==> src/rtl/rf_write_arbiter.sv <==
// Round-robin arbiter sharing the register-file write port between core (A) and load/debug (B) writeback.
// Define RF_CLEAR_ON_RESET_EN to zero every register through the write port after each reset.
module rf_write_arbiter #(
  parameter int XLEN = 32,
  parameter int AW   = 5,
  parameter int NREG = 32
) (
  input  logic            clk,
  input  logic            rst,
  input  logic            a_valid,
  input  logic [AW-1:0]   a_addr,
  input  logic [XLEN-1:0] a_data,
  output logic            a_ready,
  input  logic            b_valid,
  input  logic [AW-1:0]   b_addr,
  input  logic [XLEN-1:0] b_data,
  output logic            b_ready,
  output logic            rf_we,
  output logic [AW-1:0]   rf_waddr,
  output logic [XLEN-1:0] rf_wdata,
  output logic            busy,
  output logic            x0_drop
);

  localparam logic PRIO_A = 1'b0;
  localparam logic PRIO_B = 1'b1;

  if (NREG != (1 << AW)) begin : g_nreg_chk
    $error("NREG must equal 2**AW");
  end

  logic            r_prio;
  logic            r_we;
  logic            r_x0;
  logic [AW-1:0]   r_waddr;
  logic [XLEN-1:0] r_wdata;

  logic            w_run;
  logic            w_clr_we;
  logic [AW-1:0]   w_clr_addr;
  logic            w_a_acc;
  logic            w_b_acc;

`ifdef RF_CLEAR_ON_RESET_EN
  localparam logic ST_CLEAR = 1'b0;
  localparam logic ST_RUN   = 1'b1;
  localparam logic [AW:0] CNT_END = (AW+1)'(NREG);
  localparam logic [AW:0] CNT_ONE = (AW+1)'(1);

  logic          r_state;
  logic [AW:0]   r_cnt;
  logic          w_clr_done;

  // Counter stops at NREG: that cycle only retires the last clear write and hands over to RUN.
  assign w_clr_done = (r_cnt == CNT_END);
  assign w_run      = (r_state == ST_RUN);
  assign busy       = (r_state == ST_CLEAR);
  assign w_clr_we   = busy && !w_clr_done;
  assign w_clr_addr = r_cnt[AW-1:0];

  always_ff @(posedge clk or negedge rst) begin
    if (!rst) begin
      r_state <= ST_CLEAR;
      r_cnt   <= '0;
    end else if (r_state == ST_CLEAR) begin
      if (w_clr_done) r_state <= ST_RUN;
      else            r_cnt   <= r_cnt + CNT_ONE;
    end
  end
`else
  assign w_run      = 1'b1;
  assign busy       = 1'b0;
  assign w_clr_we   = 1'b0;
  assign w_clr_addr = '0;
`endif

  // Ready looks only at the other side's valid, so a requester never waits on itself.
  assign a_ready = w_run && (!b_valid || (r_prio == PRIO_A));
  assign b_ready = w_run && (!a_valid || (r_prio == PRIO_B));
  assign w_a_acc = a_valid && a_ready;
  assign w_b_acc = b_valid && b_ready;

  always_ff @(posedge clk or negedge rst) begin
    if (!rst) begin
      r_prio  <= PRIO_A;
      r_we    <= 1'b0;
      r_x0    <= 1'b0;
      r_waddr <= '0;
      r_wdata <= '0;
    end else if (w_clr_we) begin
      r_we    <= 1'b1;
      r_x0    <= 1'b0;
      r_waddr <= w_clr_addr;
      r_wdata <= '0;
    end else if (w_a_acc) begin
      r_prio  <= PRIO_B;
      r_we    <= (a_addr != '0);
      r_x0    <= (a_addr == '0);
      r_waddr <= a_addr;
      r_wdata <= a_data;
    end else if (w_b_acc) begin
      r_prio  <= PRIO_A;
      r_we    <= (b_addr != '0);
      r_x0    <= (b_addr == '0);
      r_waddr <= b_addr;
      r_wdata <= b_data;
    end else begin
      r_we    <= 1'b0;
      r_x0    <= 1'b0;
    end
  end

  assign rf_we    = r_we;
  assign rf_waddr = r_waddr;
  assign rf_wdata = r_wdata;
  assign x0_drop  = r_x0;

endmodule

==> config.mk <==
export PLATFORM = sky130hd
export DESIGN_NAME = rf_write_arbiter
export DESIGN_NICKNAME = d
export VERILOG_FILES = /design/src/rtl/rf_write_arbiter.sv
export SDC_FILE = /design/constraint.sdc
export NUM_CORES = 1
export LEC_CHECK = 0
export CORE_MARGIN = 3
export CORE_UTILIZATION = 42
export DETAILED_ROUTE_END_ITERATION = 6
export PLACE_DENSITY = 0.95
export SLEW_MARGIN = 20
export SYNTH_ARGS = -nofsm -noshare
export SYNTH_HDL_FRONTEND = slang
export SYNTH_SLANG_ARGS = --single-unit
==> constraint.sdc <==
create_clock -name clk -period 3.5 [get_ports clk]
set_input_delay 0.7 -clock clk [delete_from_list [all_inputs] [get_ports clk]]
set_output_delay 0.7 -clock clk [all_outputs]
set_load 0.005 [all_outputs]
==> flow_summary_export.csv <==
group,metric,value,unit
layout,final_util,70.12,%
global_route,track_usage,20.94,%
pwr,ir_drop,0.2631,mV
pwr,powerDensity,384.0,nW/um2
critical_path,start_kind,"input pin",
route,wirelength,6.077,mm
global_route,met1_usage,22.93,%
clock_tree,cts-buffers-inserted,5,
sta,setup_viol,0,
synth,ys_types,23,
global_route,grt_max_degree,43,
pwr,pwr-share-seq,42.7,%
route,vias_per_cell,5.235,
route,antenna_left,0,
floorplanning,design.core.area,4848,um2
job,cap_violations,0,
global_route,busiest_layer,"met2",
sta,finClkSkew,0.003593,ns
critical_path,end_kind,"output pin",
clock_tree,clk_pin_slew_worst_paths,0.07,ns
route,routedWlPerCell,15.35,um
sta,min_period,2.465,ns
pwr,power_switching,338.7,uW
critical_path,path_buf_inv,2,
status,outcome,"completed",
sta,post-route-period-util,70.42,%
critical_path,cp.arrival,1.76,ns
layout,diodes,0,
pwr,clock_power_share,24.7,%
clock_tree,clock_latency,0.28,ns
clock_tree,ctsHoldBuffers,0,
synth,syn_area_per_cell,9.811,um2
synth,yosysSeqAreaShare,46.38,%
pwr,p_leak,1.366,nW
critical_path,path_cells,"buf_2, nand2_4, clkdlybuf4s50_1",
layout,final_common_cell,"clkdlybuf4s50_1",
global_route,grt-ovfl-total,0,
layout,drive_above_1_share,15.81,%
global_route,grt_pass1_vias,2265,
clock_tree,cts_root_buf,"clkbuf_8",
critical_path,worstSetupPathType,"in2out",
clock_tree,post_cts_buffers,0,
floorplanning,start_util,44.52,%
pwr,p_int,966.5,uW
synth,synth-compound-area-share,13.74,%
critical_path,crit_family,"buffers and inverters",
place,port_buffers,118,
critical_path,cp_max_fo,36,
route,drt_iter0_drc,110,
clock_tree,cts_resized,0,
floorplanning,dieArea,6035,um2
route,drc,0,
synth,synth_top_cell_by_area,"dfrtp_1",
sta,slew_headroom,37.56,%
clock_tree,tritoncts,"done",
critical_path,max_stage_delay,0.60,ns
global_route,antenna_found_initial,0,
min_path,hold_path.class,"in2async",
synth,synth_xor_area_share,0,%
floorplanning,rows,25,
synth,ys_ff_latch,40,
clock_tree,htree_num_levels,2,
global_route,use_met3,6.032,%
route,firstDrtPassIters,4,
sta,hold_violations,0,
layout,nNetsFinal,407,
synth,synth_fa_ha_area_share,0,%
synth,netlist_area,2158,um2
synth,synth_top_family_by_area,"multiplexers",
pwr,swShare,25.95,%
sta,tightest_slew,0.9366,ns
synth,ys_warn_count,0,
critical_path,crit_required,2.80,ns
global_route,grt_util_met2,39.30,%
synth,synthMuxAreaShare,19.30,%
critical_path,cp_slowest_cell,"clkdlybuf4s50_1",
floorplanning,die-height,77.69,um
sta,tns,0,ns
clock_tree,max-clock-path-buffers,2,
sta,final_max_slew_viol_count,0,
synth,synth_nets,298,
sta,rsz0062_at_grt,"no",
synth,ys_top_cells_by_area,"dfrtp_1 46%, mux2_2 19%, nor2_1 12%",
synth,synthCells,220,
layout,layout_common_cells,"116 x clkdlybuf4s50_1, 70 x nor2_1, 40 x dfrtp_1",
layout,areaGrowthSynthToFinish,57.51,%
floorplanning,dieWidth,77.69,um
pwr,combinationalPowerShare,32.6,%
synth,synth.top_cell.area_share,46.38,%
place,routabilityCongestion,0.7285,
route,vias,2073,
global_route,grt_pass1_wl,10.32,mm
floorplanning,ioPinCount,120,
sta,fmax,405.7,MHz
clock_tree,cts.sinks,40,
synth,synth-simple-area-share,14.09,%
place,dp_hpwl,4.257,mm
-- path summary, 6_finish.rpt --
kind	start	cells after the start	to	slack, ns
max in group asynchronous	rst	1	rf_waddr[2]$_DFFE_PN0P_	2.36
min in group clk	r_prio$_DFFE_PN0P_	1	rf_wdata[22]$_DFFE_PN0P_	0.64
worst max register to register	r_prio$_DFFE_PN0P_	3	rf_wdata[23]$_DFFE_PN0P_	1.88
worst min-delay path	rst	1	rf_wdata[18]$_DFFE_PN0P_	0.56
worst max-delay path	b_valid	3	a_ready	1.04
worst min register to register	r_prio$_DFFE_PN0P_	1	rf_wdata[22]$_DFFE_PN0P_	0.64
-- layer usage --
layer  vias to the layer above  share of wire, %
met2                        91                54
met4                         0               1.2
met1                       981                37
met5                         -                 0
li1                        990                 -
met3                        11               8.3
-- through the flow --
stage          total power, mW  hold slack [ns]  instance area, um2  worst slack (ns)  cells
2_1_floorplan           0.7412           0.4044                2158             1.539    220
3_3_place_gp            0.9779           0.6337                3303            0.9318    389
3_5_place_dp            0.9941           0.6376                3303            0.8850    389
4_1_cts                  1.324           0.5781                3400             1.037    396
5_1_grt                  1.381           0.6206                3400            0.9843    396
6_report                 1.305           0.5625                3400             1.035    396
-- state kept, by name, indices dropped and copies added, names as in the netlist --
register  cells
r_prio        1
rf_waddr      5
rf_wdata     32
rf_we         1
x0_drop       1
-- synth_stat cells (all sizes together) --
| cell | instances |
|---|---|
| mux2 | 37 |
| inv | 3 |
| nor2 | 70 |
| o21a | 1 |
| o22ai | 37 |
| o21bai | 1 |
| or4 | 1 |
| clkbuf | 2 |
| conb | 1 |
| nand2b | 1 |
| o32ai | 1 |
| a31oi | 3 |
| a21bo | 1 |
| nor3 | 1 |
| buf | 16 |
| dfrtp | 40 |
| a21oi | 1 |
| nand2 | 3 |
-- kinds of logic (layout without fill, tap and decap cells) --
logic type / count (synthesis) / after routing
and+or+nand+nor: 76 / 76
AOI/OAI and AO/OA: 45 / 45
DFF: 40 / 40
muxes: 37 / 37
buffers and inverters: 21 / 130
other: 1 / 1
-- cell type report --
cell class              count  area (um2)
well taps                  67       83.83
clock buffers               7       96.34
flip-flops and latches     40        1001
multi-input cells         159        1021
inverters                   3       11.26
fillers                   390        1449
repair buffers            120        1186
-- power groups by stage --
stage               clock (mW)  combinational [mW]  sequential [mW]
finish                   0.323               0.425            0.557
global placement             0               0.414            0.564
global route             0.350               0.463            0.569
CTS                      0.337               0.429            0.558
detailed placement           0               0.427            0.567
floorplan                    0               0.175            0.567
Power figures use the tool's default switching activity.
